==> config.mk <==
export PLATFORM = sky130hd
export DESIGN_NAME = fp32_cla_addsub
export DESIGN_NICKNAME = d
export VERILOG_FILES = /design/src/rtl/fp32_pkg.sv /design/src/rtl/fp32_cla_addsub_cla_adder.sv /design/src/rtl/fp32_cla_addsub.sv
export SDC_FILE = /design/constraint.sdc
export NUM_CORES = 1
export LEC_CHECK = 0
export CAP_MARGIN = 40
export CELL_PAD_IN_SITES_DETAIL_PLACEMENT = 0
export CELL_PAD_IN_SITES_GLOBAL_PLACEMENT = 1
export CORE_ASPECT_RATIO = 1.1
export CORE_MARGIN = 5
export CORE_UTILIZATION = 47
export CTS_BUF_LIST = sky130_fd_sc_hd__clkbuf_8 sky130_fd_sc_hd__clkbuf_16
export DETAILED_ROUTE_END_ITERATION = 6
export GPL_TIMING_DRIVEN = 0
export PLACE_DENSITY_LB_ADDON = 0.1
export RECOVER_POWER = 25
export SLEW_MARGIN = 20
export SYNTH_ARGS = -nofsm -noshare
export SYNTH_HDL_FRONTEND = slang
export SYNTH_SLANG_ARGS = --single-unit
==> constraint.sdc <==
create_clock -name clk -period 30.3 [get_ports clk]
set_clock_uncertainty 0.1 [all_clocks]
set_input_delay 3.03 -clock clk [delete_from_list [all_inputs] [get_ports clk]]
set_output_delay 3.03 -clock clk [all_outputs]
set_load 0.02 [all_outputs]
==> src/rtl/fp32_pkg.sv <==
// Shared definitions for the binary32 adder/subtractor.
//   EXP_BIAS / EXP_MAX : exponent bias and the all-ones (inf/NaN) exponent
//   QNAN / POS_INF     : canonical quiet NaN and +infinity encodings
//   fp32_t             : field view of a binary32 word
package fp32_pkg;

  localparam int          EXP_BIAS = 127;
  localparam int          EXP_MAX  = 255;
  localparam logic [31:0] QNAN     = 32'h7FC0_0000;
  localparam logic [31:0] POS_INF  = 32'h7F80_0000;

  typedef struct packed {
    logic        sign;
    logic [7:0]  exp;
    logic [22:0] man;
  } fp32_t;

endpackage

==> src/rtl/fp32_cla_addsub_cla_adder.sv <==
// Carry-lookahead adder built from CLA_BLOCK-bit lookahead groups.
//   a_i, b_i : addends
//   cin_i    : carry into bit 0
//   sum_o    : a_i + b_i + cin_i (low WIDTH bits)
//   cout_o   : carry out of the top bit
// Inside a group every carry is formed directly from the generate/propagate
// terms and the group carry-in; group carries chain from group to group.
// CLA_BLOCK must divide WIDTH.
module cla_adder #(
  parameter int WIDTH     = 28,
  parameter int CLA_BLOCK = 4
) (
  input  logic [WIDTH-1:0] a_i,
  input  logic [WIDTH-1:0] b_i,
  input  logic             cin_i,
  output logic [WIDTH-1:0] sum_o,
  output logic             cout_o
);

  localparam int NGROUPS = WIDTH / CLA_BLOCK;

  logic [WIDTH-1:0] g;
  logic [WIDTH-1:0] p;
  logic [WIDTH-1:0] c;
  logic [NGROUPS:0] gc;
  logic             term;
  logic             cval;

  assign g = a_i & b_i;
  assign p = a_i ^ b_i;

  always_comb begin
    c     = '0;
    gc    = '0;
    term  = 1'b0;
    cval  = 1'b0;
    gc[0] = cin_i;
    for (int n = 0; n < NGROUPS; n++) begin
      // k == CLA_BLOCK yields the group carry-out.
      for (int k = 0; k <= CLA_BLOCK; k++) begin
        cval = gc[n];
        for (int m = 0; m < k; m++) cval = cval & p[n*CLA_BLOCK+m];
        for (int j = 0; j < k; j++) begin
          term = g[n*CLA_BLOCK+j];
          for (int m = j + 1; m < k; m++) term = term & p[n*CLA_BLOCK+m];
          cval = cval | term;
        end
        if (k < CLA_BLOCK) c[n*CLA_BLOCK+k] = cval;
        else               gc[n+1]          = cval;
      end
    end
  end

  assign sum_o  = p ^ c;
  assign cout_o = gc[NGROUPS];

endmodule

==> src/rtl/fp32_cla_addsub.sv <==
// Single-precision adder/subtractor, one-cycle registered latency.
//   clk, reset : clock and synchronous active-high reset
//   in_valid   : a, b, sub are valid this cycle
//   sub        : 0 -> a + b, 1 -> a - b
//   a, b       : binary32 operands (subnormals treated as signed zero)
//   out_valid  : in_valid delayed by one cycle
//   result     : registered result, holds while in_valid is low
// Handshake: an operation is taken on every rising edge where in_valid is 1;
// there is no ready, and out_valid is high for exactly the cycle after.
// Rounding is nearest-even; no subnormal outputs, no exception flags.
module fp32_cla_addsub
  import fp32_pkg::*;
#(
  parameter int CLA_BLOCK = 4
) (
  input  logic        clk,
  input  logic        reset,
  input  logic        in_valid,
  input  logic        sub,
  input  logic [31:0] a,
  input  logic [31:0] b,
  output logic        out_valid,
  output logic [31:0] result
);

  fp32_t fa, fb, fl, fs;
  logic  a_nan, b_nan, a_inf, b_inf, a_zero, b_zero;
  logic  a_larger, eff_sub;
  logic [7:0]  exp_diff;
  logic [53:0] shift_full;
  logic [26:0] small_al;
  logic [27:0] cla_a, cla_b, cla_sum;
  logic        cla_cout, carry;
  logic [26:0] ext, norm;
  logic [4:0]  lzc;
  logic        found, rnd_up, rc;
  logic [22:0] frac;
  logic signed [9:0] exp_n, exp_r;
  logic [31:0] f_res;
  logic [31:0] result_q, result_d;
  logic        out_valid_q, out_valid_d;
  logic        unused_bits;

  assign fa = fp32_t'(a);
  assign fb = fp32_t'({b[31] ^ sub, b[30:0]});

  assign a_nan  = (fa.exp == 8'(EXP_MAX)) && (fa.man != '0);
  assign b_nan  = (fb.exp == 8'(EXP_MAX)) && (fb.man != '0);
  assign a_inf  = (fa.exp == 8'(EXP_MAX)) && (fa.man == '0);
  assign b_inf  = (fb.exp == 8'(EXP_MAX)) && (fb.man == '0);
  assign a_zero = (fa.exp == 8'd0);
  assign b_zero = (fb.exp == 8'd0);

  assign a_larger = {fa.exp, fa.man} >= {fb.exp, fb.man};
  assign fl       = a_larger ? fa : fb;
  assign fs       = a_larger ? fb : fa;
  assign eff_sub  = fa.sign ^ fb.sign;
  assign exp_diff = fl.exp - fs.exp;

  // Alignment: the 27-bit window is {mantissa, guard, round, sticky}; every
  // bit falling below the window is ORed into the sticky position.
  assign shift_full = {1'b1, fs.man, 3'b000, 27'd0} >> exp_diff;
  assign small_al   = (exp_diff >= 8'd27) ? 27'd1
                                          : {shift_full[53:28], |shift_full[27:0]};

  // One spare LSB keeps the 28-bit adder aligned with the top-bit carry-out.
  assign cla_a = {1'b1, fl.man, 4'b0000};
  assign cla_b = eff_sub ? ~{small_al, 1'b0} : {small_al, 1'b0};

  cla_adder #(.WIDTH(28), .CLA_BLOCK(CLA_BLOCK)) u_cla (
    .a_i   (cla_a),
    .b_i   (cla_b),
    .cin_i (eff_sub),
    .sum_o (cla_sum),
    .cout_o(cla_cout)
  );

  // On a subtraction the carry-out only signals "no borrow"; it is not growth.
  assign carry = cla_cout & ~eff_sub;
  assign ext   = {cla_sum[27:2], cla_sum[1] | cla_sum[0]};

  always_comb begin
    lzc   = '0;
    found = 1'b0;
    for (int i = 26; i >= 0; i--) begin
      if (!found && ext[i]) begin
        lzc   = 5'(26 - i);
        found = 1'b1;
      end
    end
    if (carry) begin
      norm  = {1'b1, ext[26:2], ext[1] | ext[0]};
      exp_n = $signed({2'b00, fl.exp}) + 10'sd1;
    end else begin
      norm  = ext << lzc;
      exp_n = $signed({2'b00, fl.exp}) - $signed({5'd0, lzc});
    end
    rnd_up      = norm[2] & (norm[1] | norm[0] | norm[3]);
    // A fraction wrap leaves frac at zero, which is the renormalized value.
    {rc, frac}  = {1'b0, norm[25:3]} + 24'(rnd_up);
    exp_r       = exp_n + $signed({9'd0, rc});
  end

  always_comb begin
    if (a_nan || b_nan)                          f_res = QNAN;
    else if (a_inf && b_inf && eff_sub)          f_res = QNAN;
    else if (a_inf)                              f_res = fa;
    else if (b_inf)                              f_res = fb;
    else if (a_zero && b_zero)                   f_res = {fa.sign & fb.sign, 31'd0};
    else if (a_zero)                             f_res = fb;
    else if (b_zero)                             f_res = fa;
    else if (!carry && ext == '0)                f_res = 32'd0;
    else if (exp_r >= 10'sd255)                  f_res = {fl.sign, POS_INF[30:0]};
    else if (exp_r <= 10'sd0)                    f_res = {fl.sign, 31'd0};
    else                                         f_res = {fl.sign, exp_r[7:0], frac};
  end

  // The hidden bit of the normalized mantissa is implicit in the encoding.
  assign unused_bits = norm[26];

  assign out_valid_d = in_valid;
  assign result_d    = in_valid ? f_res : result_q;

  always_ff @(posedge clk) begin
    if (reset) begin
      result_q    <= 32'd0;
      out_valid_q <= 1'b0;
    end else begin
      result_q    <= result_d;
      out_valid_q <= out_valid_d;
    end
  end

  assign result    = result_q;
  assign out_valid = out_valid_q;

endmodule

==> results.py <==
metrics = {
    "run_status": {
        "status": "finished, final reports clean",
    },
    "routing": {
        "wl_met2_um": 24100,
        "vias_per_cell": 7.00,
        "drtIter0Drc": 1876,
        "drc_errors": 0,
        "routedWlPerCell_um": 26.7,
        "ant_nets": 0,
        "top_layer_used": "met5",
        "wirelength_um": 56000,
        "met3_length_um": 6620,
        "wl_met1_um": 21400,
        "drtPass1Iterations": 7,
        "vias": 14663,
    },
    "worst_setup_path": {
        "required_ns": 30.34,
        "critical_path_buf_inv_count": 13,
        "cp_top_family": "compound AO/OA/AOI/OAI gates",
        "r2r_cells": 3,
        "timing.rr.end": "result[20]",
        "crit_type": "input pin to flop",
        "startpoint_type": "input pin",
        "crit_fanout": 10,
        "cp-end-kind": "flop",
        "critPathSlowestCell": "o32ai_1",
        "reg2reg_from": "result[20]",
        "cp.arrival_ns": 26.71,
        "r2r_slack_ns": 29.23,
        "max_stage_delay_ns": 0.81,
        "cp_common_cell": "ha_1",
    },
    "logic_synthesis": {
        "synthFlopType": "dfxtp_1",
        "yosysTopAreaCellShare": 0.0819,
        "syn_nets": 1821,
        "synth_edf_count": 0,
        "synth-seq-cells": 33,
        "avgSynthCellArea_um2": 6.76,
        "ys_async_sr_fraction": 0,
        "syn_area_um2": 11300,
        "synth-seq-area-share": 0.0584,
        "synth_top_area_cell": "ha_1",
        "synth.distinct_cells": 109,
        "synth_area_leaders": "ha_1 8.2%, mux2i_1 7.0%, a21oi_1 6.6%",
        "synthCells": 1672,
        "yosysWarnings": 0,
    },
    "grt": {
        "grt_overflow_total": 0,
        "grt_util_all_layers": 0.390,
        "antenna_found_initial": 1,
        "first_global_vias": 13699,
        "grt_pass1_wl_um": 83100,
        "grt_start_max_net_pins": 12,
    },
    "cells_and_area": {
        "area_growth_pct": 14.3,
        "nFillCells": 2442,
        "nNetsFinal": 1939,
        "diodes": 0,
        "final_area_um2": 12900,
        "drive_above_1_share": 0.0793,
    },
    "hold_path": {
        "hold_class": "flop to flop",
        "worstHoldEndpoint": "result[8]",
        "worstHoldStart": "result[8]",
        "whs_path_depth": 2,
    },
    "placement": {
        "placed_area_um2": 12700,
        "io_buffer_count": 99,
        "place_hpwl_um": 45500,
        "routabilityCongestion": 1.03,
    },
    "clocking": {
        "cts-resized-gates": 0,
        "cts_made_buffers": 5,
        "postCtsSetupBuffers": 0,
        "clk-insertion-delay-late_ns": 0.29,
        "cts_hold_buffers": 0,
        "cts_root_buffer": "clkbuf_16",
        "path_clk_slew_ns": 0.05,
        "cts_tree": "done",
        "clockBufferDepth": 2,
        "htree_num_levels": 2,
        "clock_sinks": 33,
    },
    "run": {
        "drv_cap": 0,
    },
    "timing": {
        "final.period_utilization": 0.880,
        "period_minus_slack_ns": 26.67,
        "slew_headroom": 0.393,
        "timing.fmax_mhz": 37.5,
        "setup-violations-final": 0,
        "rsz0062_at_grt": "false",
        "drv_slew": 0,
        "tns_ns": 0,
        "hold_violations": 0,
        "max_slew.worst_pin.slew_ns": 0.904,
    },
    "power": {
        "p_leak_uw": 0.00512,
        "p_per_area_nw_per_um2": 88.2,
        "ir_worst_vdd_mv": 0.0521,
    },
    "die": {
        "start_util": 0.477,
        "die_area_um2": 27300,
        "core_area_um2": 23700,
        "die_width_um": 158,
        "die_h_um": 173,
        "core.rowCount": 59,
        "pin_count": 101,
    },
}
## cell usage after synthesis (all sizes together), types with 29 or more instances
| master | n |
|---|---|
| a211oi | 40 |
| a21oi | 154 |
| buf | 46 |
| clkbuf | 57 |
| dfxtp | 33 |
| ha | 74 |
| inv | 72 |
| mux2 | 31 |
| mux2i | 80 |
| nand2 | 158 |
| nand3 | 67 |
| nor2 | 178 |
| nor3 | 62 |
| nor4 | 29 |
| o211ai | 33 |
| o21ai | 108 |
| xnor2 | 42 |
## layout by cell type, fill, tap and decap left out, types with 12 or more instances in the layout
| cell type | synthesis | final |
|---|---|---|
| a211oi_1 | 36 | 34 |
| a21o_1 | 22 | 22 |
| a21oi_1 | 150 | 150 |
| a22oi_1 | 18 | 18 |
| a31oi_1 | 19 | 19 |
| and2_1 | 15 | 15 |
| and3_1 | 15 | 15 |
| buf_1 | 16 | 17 |
| buf_2 | 18 | 21 |
| clkbuf_1 | 57 | 57 |
| clkdlybuf4s50_1 | 0 | 83 |
| dfxtp_1 | 33 | 33 |
| dlygate4sd3_1 | 0 | 16 |
| ha_1 | 74 | 74 |
| inv_1 | 68 | 69 |
| mux2_2 | 30 | 30 |
| mux2i_1 | 79 | 79 |
| nand2_1 | 157 | 157 |
| nand2b_1 | 18 | 18 |
| nand3_1 | 64 | 64 |
| nand4_1 | 19 | 19 |
| nor2_1 | 175 | 175 |
| nor2b_1 | 19 | 19 |
| nor3_1 | 60 | 60 |
| nor4_1 | 24 | 24 |
| o211ai_1 | 33 | 33 |
| o21a_1 | 12 | 12 |
| o21ai_0 | 91 | 91 |
| o21ai_1 | 16 | 16 |
| or3_1 | 20 | 20 |
| xnor2_1 | 42 | 41 |
| xor2_1 | 26 | 26 |
## kinds of logic after synthesis
group           Yosys count  share of synthesized area
mux                     112                      0.104
compound gates          555                      0.337
flops                    33                     0.0584
fa+ha+maj                81                     0.0943
buf+inv                 175                     0.0660
simple gates            648                      0.287
xor+xnor                 68                     0.0527
## metrics by stage
stage / utilization / cells / worst slack (ns) / power [uW] / hold slack [ns]
2_1_floorplan: - / 1672 / 9.53 / 716 / 0.422
3_3_place_gp: 0.535 / 2076 / 4.13 / 1030 / 0.356
3_5_place_dp: 0.538 / 2083 / 4.16 / 1040 / 0.362
4_1_cts: 0.544 / 2090 / 4.34 / 1090 / 0.373
5_1_grt: 0.546 / 2095 / 2.53 / 1200 / 0.383
6_report: 0.546 / 2095 / 3.63 / 1140 / 0.372
## sequential cells by signal, indices dropped and copies added (netlist names)
register,flops
result,32
out_valid,1
## worst max-delay path by stage
stage | cells past startpoint | endpoint | from | slack, ns
CTS | 87 | result[19] | b[23] | 4.34
floorplan | 83 | result[1] | b[25] | 9.53
detailed placement | 87 | result[19] | b[23] | 4.16
global route | 87 | result[19] | b[23] | 2.53
global placement | 85 | result[19] | b[23] | 4.13
finish | 84 | result[19] | b[23] | 3.63
## per-layer routing
metal / up-vias / global-route usage
met5: - / 0
met4: 2 / 0.205
met3: 265 / 0.0883
met2: 1032 / 0.600
met1: 6826 / 0.504
li1: 6538 / -
## area by class of cell
| cell class | instances | area (um^2) | share of cell area |
|---|---|---|---|
| inverter | 72 | 270 | 0.0209 |
| multi-input combinational | 1464 | 9920 | 0.767 |
| clock buffer | 6 | 139 | 0.0107 |
| buffer | 103 | 477 | 0.0369 |
| sequential | 33 | 661 | 0.0511 |
| timing repair buffer | 111 | 1080 | 0.0834 |
| clock inverter | 1 | 3.75 | 0.000290 |
| tap | 305 | 382 | 0.0295 |
## power by group
group	leakage [uW]	switching, uW	internal (uW)	total (uW)
logic	0.00477	686	336	1020
clock network	0.0000741	20.7	32.0	52.7
registers	0.000272	10.4	55.5	65.9
## worst min-delay path, cell delays in order (launching register included)
cell	delay, ns
dfxtp_1	0.31
nand2_1	0.06
a21oi_1	0.06
(Power assumes the default switching activity.)
